--- config.mk ---
export PLATFORM = sky130hd
export DESIGN_NAME = branch_resolve_flat
export DESIGN_NICKNAME = d
export VERILOG_FILES = /design/src/rtl/branch_resolve_pkg.sv /design/src/rtl/branch_resolve_if.sv /design/src/rtl/branch_resolve_cmp.sv /design/src/rtl/branch_resolve.sv /design/src/flat_wrapper.sv
export SDC_FILE = /design/constraint.sdc
export NUM_CORES = 1
export LEC_CHECK = 0
export BUFFER_PORTS_ARGS = -buffer_cell sky130_fd_sc_hd__buf_2
export CORE_MARGIN = 10
export CORE_UTILIZATION = 55
export CTS_BUF_LIST = sky130_fd_sc_hd__clkbuf_2
export CTS_CLUSTER_SIZE = 30
export DETAILED_ROUTE_END_ITERATION = 10
export PLACE_DENSITY_LB_ADDON = 0.25
export REMOVE_ABC_BUFFERS = 1
export SYNTH_ARGS = -nofsm -noshare
export SYNTH_HDL_FRONTEND = slang
export SYNTH_SLANG_ARGS = --single-unit
export TNS_END_PERCENT = 100
--- constraint.sdc ---
create_clock -name clock -period 4.4 [get_ports clock]
set_clock_uncertainty 0.2 [all_clocks]
set_input_delay 0.22 -clock clock [delete_from_list [all_inputs] [get_ports clock]]
set_output_delay 0.22 -clock clock [all_outputs]
set_load 0.02 [all_outputs]
--- src/rtl/branch_resolve_pkg.sv ---
// Shared encodings for the E-stage branch resolver: instruction kinds,
// branch condition codes and the redirect FSM state type.
package branch_resolve_pkg;

    localparam logic [1:0] KIND_NONE   = 2'b00;
    localparam logic [1:0] KIND_BRANCH = 2'b01;
    localparam logic [1:0] KIND_JAL    = 2'b10;
    localparam logic [1:0] KIND_JALR   = 2'b11;

    localparam logic [2:0] F3_BEQ  = 3'b000;
    localparam logic [2:0] F3_BNE  = 3'b001;
    localparam logic [2:0] F3_BLT  = 3'b100;
    localparam logic [2:0] F3_BGE  = 3'b101;
    localparam logic [2:0] F3_BLTU = 3'b110;
    localparam logic [2:0] F3_BGEU = 3'b111;

    typedef enum logic [1:0] {
        ST_IDLE     = 2'b00,
        ST_REDIRECT = 2'b01,
        ST_SHADOW   = 2'b10
    } state_t;

endpackage

--- src/rtl/branch_resolve_if.sv ---
// E-stage instruction bundle in, redirect/squash/link results out.
// master drives the E-stage slot, slave is the resolver.
interface branch_resolve_if;
    logic        e_valid;
    logic [1:0]  e_kind;
    logic [2:0]  e_funct3;
    logic [31:0] e_pc;
    logic [31:0] e_imm;
    logic [31:0] e_rs1;
    logic [31:0] e_rs2;
    logic        pc_sel;
    logic [31:0] pc_target;
    logic        squash;
    logic        misalign;
    logic        link_valid;
    logic [31:0] link_data;

    modport master (
        output e_valid, e_kind, e_funct3, e_pc, e_imm, e_rs1, e_rs2,
        input  pc_sel, pc_target, squash, misalign, link_valid, link_data
    );

    modport slave (
        input  e_valid, e_kind, e_funct3, e_pc, e_imm, e_rs1, e_rs2,
        output pc_sel, pc_target, squash, misalign, link_valid, link_data
    );
endinterface

--- src/rtl/branch_resolve_cmp.sv ---
// Branch condition evaluator: purely combinational, zero latency, no backpressure.
// Reserved condition codes 010/011 never take.
module branch_cmp
    import branch_resolve_pkg::*;
(
    input  logic [2:0]  funct3,
    input  logic [31:0] rs1,
    input  logic [31:0] rs2,
    output logic        taken
);

    always_comb begin
        taken = 1'b0;
        case (funct3)
            F3_BEQ:  taken = (rs1 == rs2);
            F3_BNE:  taken = (rs1 != rs2);
            F3_BLT:  taken = ($signed(rs1) <  $signed(rs2));
            F3_BGE:  taken = ($signed(rs1) >= $signed(rs2));
            F3_BLTU: taken = (rs1 <  rs2);
            F3_BGEU: taken = (rs1 >= rs2);
            default: taken = 1'b0;
        endcase
    end

endmodule

--- src/rtl/branch_resolve.sv ---
// E-stage branch/jump resolver: one-cycle registered redirect, then SHADOW squash slots; no backpressure.
// Optional counters stat_resolved/stat_taken are built only when BRANCH_STATS_EN is defined.
module branch_resolve
    import branch_resolve_pkg::*;
#(
    parameter logic [31:0] RESET_PC = 32'h01000000,
    parameter int unsigned SHADOW   = 2
) (
    input  logic            clock,
    input  logic            reset,
    branch_resolve_if.slave br
`ifdef BRANCH_STATS_EN
    ,
    output logic [31:0]     stat_resolved,
    output logic [31:0]     stat_taken
`endif
);

    localparam logic [2:0] SHADOW_CNT = 3'(SHADOW);

    state_t      state_q, state_d;
    logic [2:0]  cnt_q, cnt_d;
    logic [31:0] target_q, target_d;
    logic        misalign_q, misalign_d;
    logic        link_valid_q, link_valid_d;
    logic [31:0] link_data_q, link_data_d;

    logic        cmp_taken;
    logic        accept;
    logic        is_jump;
    logic        taken;
    logic [31:0] target;
    logic        redirect;

    branch_cmp u_cmp (
        .funct3 (br.e_funct3),
        .rs1    (br.e_rs1),
        .rs2    (br.e_rs2),
        .taken  (cmp_taken)
    );

    // The E slot is only looked at while no redirect/shadow is in flight.
    assign accept  = (state_q == ST_IDLE) && br.e_valid && (br.e_kind != KIND_NONE);
    assign is_jump = (br.e_kind == KIND_JAL) || (br.e_kind == KIND_JALR);
    assign taken   = is_jump || ((br.e_kind == KIND_BRANCH) && cmp_taken);
    assign target  = (br.e_kind == KIND_JALR) ? ((br.e_rs1 + br.e_imm) & 32'hFFFF_FFFE)
                                              : (br.e_pc + br.e_imm);
    assign redirect = accept && taken && (target[1:0] == 2'b00);

    always_comb begin
        state_d      = state_q;
        cnt_d        = cnt_q;
        target_d     = target_q;
        misalign_d   = 1'b0;
        link_valid_d = 1'b0;
        link_data_d  = link_data_q;
        case (state_q)
            ST_IDLE: begin
                if (redirect) begin
                    state_d  = ST_REDIRECT;
                    target_d = target;
                    if (is_jump) begin
                        link_valid_d = 1'b1;
                        link_data_d  = br.e_pc + 32'd4;
                    end
                end else if (accept && taken) begin
                    misalign_d = 1'b1;
                end
            end
            ST_REDIRECT: begin
                if (SHADOW_CNT != 3'd0) begin
                    state_d = ST_SHADOW;
                    cnt_d   = SHADOW_CNT;
                end else begin
                    state_d = ST_IDLE;
                end
            end
            ST_SHADOW: begin
                cnt_d = cnt_q - 3'd1;
                if (cnt_q == 3'd1) begin
                    state_d = ST_IDLE;
                end
            end
            default: begin
                state_d = ST_IDLE;
                cnt_d   = 3'd0;
            end
        endcase
    end

    always_ff @(posedge clock) begin
        if (reset) begin
            state_q      <= ST_IDLE;
            cnt_q        <= 3'd0;
            target_q     <= RESET_PC;
            misalign_q   <= 1'b0;
            link_valid_q <= 1'b0;
            link_data_q  <= 32'd0;
        end else begin
            state_q      <= state_d;
            cnt_q        <= cnt_d;
            target_q     <= target_d;
            misalign_q   <= misalign_d;
            link_valid_q <= link_valid_d;
            link_data_q  <= link_data_d;
        end
    end

    assign br.pc_sel     = (state_q == ST_REDIRECT);
    assign br.squash     = (state_q != ST_IDLE);
    assign br.pc_target  = target_q;
    assign br.misalign   = misalign_q;
    assign br.link_valid = link_valid_q;
    assign br.link_data  = link_data_q;

`ifdef BRANCH_STATS_EN
    logic [31:0] resolved_q, resolved_d;
    logic [31:0] taken_q, taken_d;

    always_comb begin
        resolved_d = resolved_q;
        taken_d    = taken_q;
        if (accept && (resolved_q != 32'hFFFF_FFFF)) begin
            resolved_d = resolved_q + 32'd1;
        end
        if (redirect && (taken_q != 32'hFFFF_FFFF)) begin
            taken_d = taken_q + 32'd1;
        end
    end

    always_ff @(posedge clock) begin
        if (reset) begin
            resolved_q <= 32'd0;
            taken_q    <= 32'd0;
        end else begin
            resolved_q <= resolved_d;
            taken_q    <= taken_d;
        end
    end

    assign stat_resolved = resolved_q;
    assign stat_taken    = taken_q;
`endif

endmodule

--- src/flat_wrapper.sv ---
// flat-port wrapper written by rule: the top's interface ports become plain ports
module branch_resolve_flat import branch_resolve_pkg::*;
#(
    parameter logic [31:0] RESET_PC = 32'h01000000,
    parameter int unsigned SHADOW   = 2
)
  (clock, reset, br_e_valid, br_e_kind, br_e_funct3, br_e_pc, br_e_imm, br_e_rs1, br_e_rs2, br_pc_sel, br_pc_target, br_squash, br_misalign, br_link_valid, br_link_data);
  branch_resolve_if br_i ();
  input  logic clock;
  input  logic reset;
  input wire logic [$bits(br_i.e_valid)-1:0] br_e_valid;
  input wire logic [$bits(br_i.e_kind)-1:0] br_e_kind;
  input wire logic [$bits(br_i.e_funct3)-1:0] br_e_funct3;
  input wire logic [$bits(br_i.e_pc)-1:0] br_e_pc;
  input wire logic [$bits(br_i.e_imm)-1:0] br_e_imm;
  input wire logic [$bits(br_i.e_rs1)-1:0] br_e_rs1;
  input wire logic [$bits(br_i.e_rs2)-1:0] br_e_rs2;
  output wire logic [$bits(br_i.pc_sel)-1:0] br_pc_sel;
  output wire logic [$bits(br_i.pc_target)-1:0] br_pc_target;
  output wire logic [$bits(br_i.squash)-1:0] br_squash;
  output wire logic [$bits(br_i.misalign)-1:0] br_misalign;
  output wire logic [$bits(br_i.link_valid)-1:0] br_link_valid;
  output wire logic [$bits(br_i.link_data)-1:0] br_link_data;
  assign br_i.e_valid = br_e_valid;
  assign br_i.e_kind = br_e_kind;
  assign br_i.e_funct3 = br_e_funct3;
  assign br_i.e_pc = br_e_pc;
  assign br_i.e_imm = br_e_imm;
  assign br_i.e_rs1 = br_e_rs1;
  assign br_i.e_rs2 = br_e_rs2;
  assign br_pc_sel = br_i.pc_sel;
  assign br_pc_target = br_i.pc_target;
  assign br_squash = br_i.squash;
  assign br_misalign = br_i.misalign;
  assign br_link_valid = br_i.link_valid;
  assign br_link_data = br_i.link_data;
  branch_resolve #(.RESET_PC(RESET_PC), .SHADOW(SHADOW)) u_core (.clock(clock), .reset(reset), .br(br_i));
endmodule
==> flow_summary.yaml <==
drt:
  num_vias: 8163
  drt_first_pass_iters: 7
  drtAntennaViolNets: 0
  drt-initial-drc-count: 734
  drc: 0
  wl_um: 25310
  vias_per_cell: 5.885
  wl_per_cell_um: 18.25
floorplanning:
  rows: 41
  die_area_sq_mm: 0.01822
  die_x_um: 135.0
  io-pin-count: 204
  fp.coreArea_sq_mm: 0.01277
  die_height_um: 135.0
  initial_core_util: 0.5694
clock_network:
  cts_resized: 0
  tritoncts: "built"
  root_buffer: "clkbuf_2"
  clk_latency_ns: 0.56
  cts_setup_buffers: 0
  cts_htree_levels: 3
  numClockSinks: 71
  clkTransAtPathRegs_ns: 0.21
  cts_max_path_buffers: 2
  cts_buffers: 9
timing:
  setup_viol_count_final: 0
  hold_ws_ns: 0.04224
  setup_slack_ns: 0.3310
  finalHoldViolations: 0
  worst_slew_pin_slew_ns: 0.9149
  rsz0062_at_grt: "no"
  timing.final.crit_share: 0.9248
  clock.fmax_mhz: 245.8
  tns_ns: 0
  slew_viol_final: 0
  relSlewSlack: 0.3900
  layout_min_cycle_time_ns: 4.069
logic_synthesis:
  yosys.area.top_type: "dfxtp_1"
  ys_types: 65
  netlist.area_leader.share: 0.1954
  synth_flop_cell: "dfxtp_1"
  syn_area_sq_mm: 0.007273
  synthTopCellsByArea: "dfxtp_1 20%, ha_1 17%, a21oi_1 6.0%"
  synth_edf_count: 0
  async_reset_ff_frac: 0
  netlist_instances: 954
  ys_ff_latch: 71
  ys_seq_area_frac: 0.1954
  syn_avg_cell_area_sq_um: 7.624
  ys_warn_count: 0
critical_path:
  startpoint_type: "input port"
  crit_type: "in -> reg"
  reg2reg_to: "u_core.br.pc_target[25]"
  critPathMaxFanout: 24
  cp.arrival_ns: 4.41
  reg2reg_depth: 9
  r2r_slack_ns: 1.30
  end_kind: "flip-flop"
  worstPathRequired_ns: 4.74
  crit-reg2reg-launch: "u_core.state_q[0]"
power_and_ir_drop:
  ir_worst_vdd_mv: 0.1397
  finalPower_mw: 2.313
  powerDensity_mw_per_mm2: 252.6
  p_leak_nw: 4.317
cells_and_area:
  final_area_sq_mm: 0.009156
  final_common_cell: "buf_2"
  final_cell_mix: "203 x buf_2, 100 x ha_1, 98 x nor2_1"
  finalNetCount: 1447
  post_route_cells_drive_above_1_share: 0.2018
  syn_to_final_growth_pct: 25.89
min_path:
  worstHoldPathType: "in -> reg"
  min_from: "br_e_rs1[24]"
  hold-path-endpoint: "u_core.br.pc_target[24]"
  hold_depth: 5
status:
  run_status: "completed"
global_routing:
  grt_pass1_wl_um: 39400
  grt_pass1_vias: 7967
  grt_max_degree: 61
  gr-total-overflow: 0
  grt_usage: 0.2637
  antenna_found_initial: 1
flow_run:
  maxCapViolCount: 0
placement:
  io_buffers: 203
  pre_cts_ws_ns: 0.7182
  dpl_cell_area_sq_mm: 0.008358
  place_congestion: 0.9955
  hpwl_um: 19310
cell type report:
type	instances	area, sq um
multi-input combinational	788	5433
fill	1065	3617
timing repair buffer	278	1749
sequential	71	1421
inverter	61	229.0
tap	172	215.2
clock buffer	12	60.06
clock inverter	4	46.29
antenna	1	2.502
logic make-up (layout without fill, tap and decap cells):
| group | after synthesis | after routing | share of synthesized area |
|---|---|---|---|
| compound gates | 293 | 294 | 0.2718 |
| xor+xnor | 71 | 71 | 0.08550 |
| simple gates | 316 | 316 | 0.2039 |
| fa+ha+maj | 102 | 102 | 0.1775 |
| flops | 71 | 71 | 0.1954 |
| mux | 5 | 5 | 0.006881 |
| buf+inv | 96 | 355 | 0.05900 |
| other cells | 0 | 1 | 0 |
what timing repair did:
item                                    CTS  global route
endpoints found under the hold margin    43             0
endpoints found under the setup margin    0             1
hold buffers                             68             0
where the power goes:
group / internal [mW] / total (mW) / switching, mW / leakage [nW]
logic: 0.481 / 1.17 / 0.687 / 3.67
registers: 0.709 / 0.746 / 0.0375 / 0.577
clock network: 0.135 / 0.399 / 0.264 / 0.0696
total: 1.32 / 2.31 / 0.988 / 4.32
synth_stat cells (6+ instances only):
library cell / n
clkbuf_1: 26
nand4_1: 25
a21o_1: 26
nor4_1: 7
a21oi_1: 87
inv_1: 61
o21a_1: 8
o211ai_1: 12
a31oi_1: 8
o21bai_1: 7
or3_1: 6
ha_1: 100
nor3_1: 15
xor2_1: 29
o21ai_0: 42
nand2_1: 84
nand3_1: 28
a211oi_1: 46
and3_1: 12
nor2_1: 98
a311oi_1: 10
xnor2_1: 42
nand2b_1: 10
dfxtp_1: 71
nor2b_1: 10
worst max path at each step:
stage	startpoint	end	slack, ns	depth (start not counted)
2_1_floorplan	br_e_kind[0]	u_core.br.pc_target[31]	0.71	8
3_3_place_gp	br_e_rs1[31]	u_core.state_q[0]	0.75	11
3_5_place_dp	br_e_rs1[31]	u_core.state_q[0]	0.72	11
4_1_cts	br_e_rs1[31]	u_core.br.pc_target[25]	0.34	12
5_1_grt	br_e_rs1[31]	u_core.br.pc_target[25]	0.08	12
6_report	br_e_rs1[31]	u_core.br.pc_target[25]	0.33	12
state kept, by name, summed over array words and instances, names as in the netlist:
name and count:
u_core.br.link_data 32, u_core.br.pc_target 32, u_core.cnt_q 3, u_core.state_q 2, u_core.br.link_valid 1, u_core.br.misalign 1
critical path, stage by stage:
cell and delay (ns):
dlygate4sd3_1 0.54, buf_2 0.15, ha_1 0.39, nand4_1 0.18, nor4_1 0.58, o311a_2 0.33
nor3_1 0.09, a41oi_1 0.48, a31o_4 0.50, nor2_1 0.08, a311oi_1 0.26, dlygate4sd3_1 0.59
per-layer routing:
| layer | share of wire | GRT usage | vias up |
|---|---|---|---|
| met3 | 0.10 | 0.06269 | 52 |
| met4 | 0.025 | 0.1011 | 0 |
| met1 | 0.42 | 0.3299 | 3721 |
| met5 | 0 | 0 | - |
| met2 | 0.45 | 0.4280 | 388 |
| li1 | - | - | 4002 |
per-stage QoR:
stage,cells,util
4_1_cts,1385,0.7159
5_1_grt,1387,0.7168
3_3_place_gp,1301,0.6543
2_1_floorplan,919,-
6_report,1387,0.7168
3_5_place_dp,1301,0.6543
No activity file was read; power rests on OpenSTA's default activity.
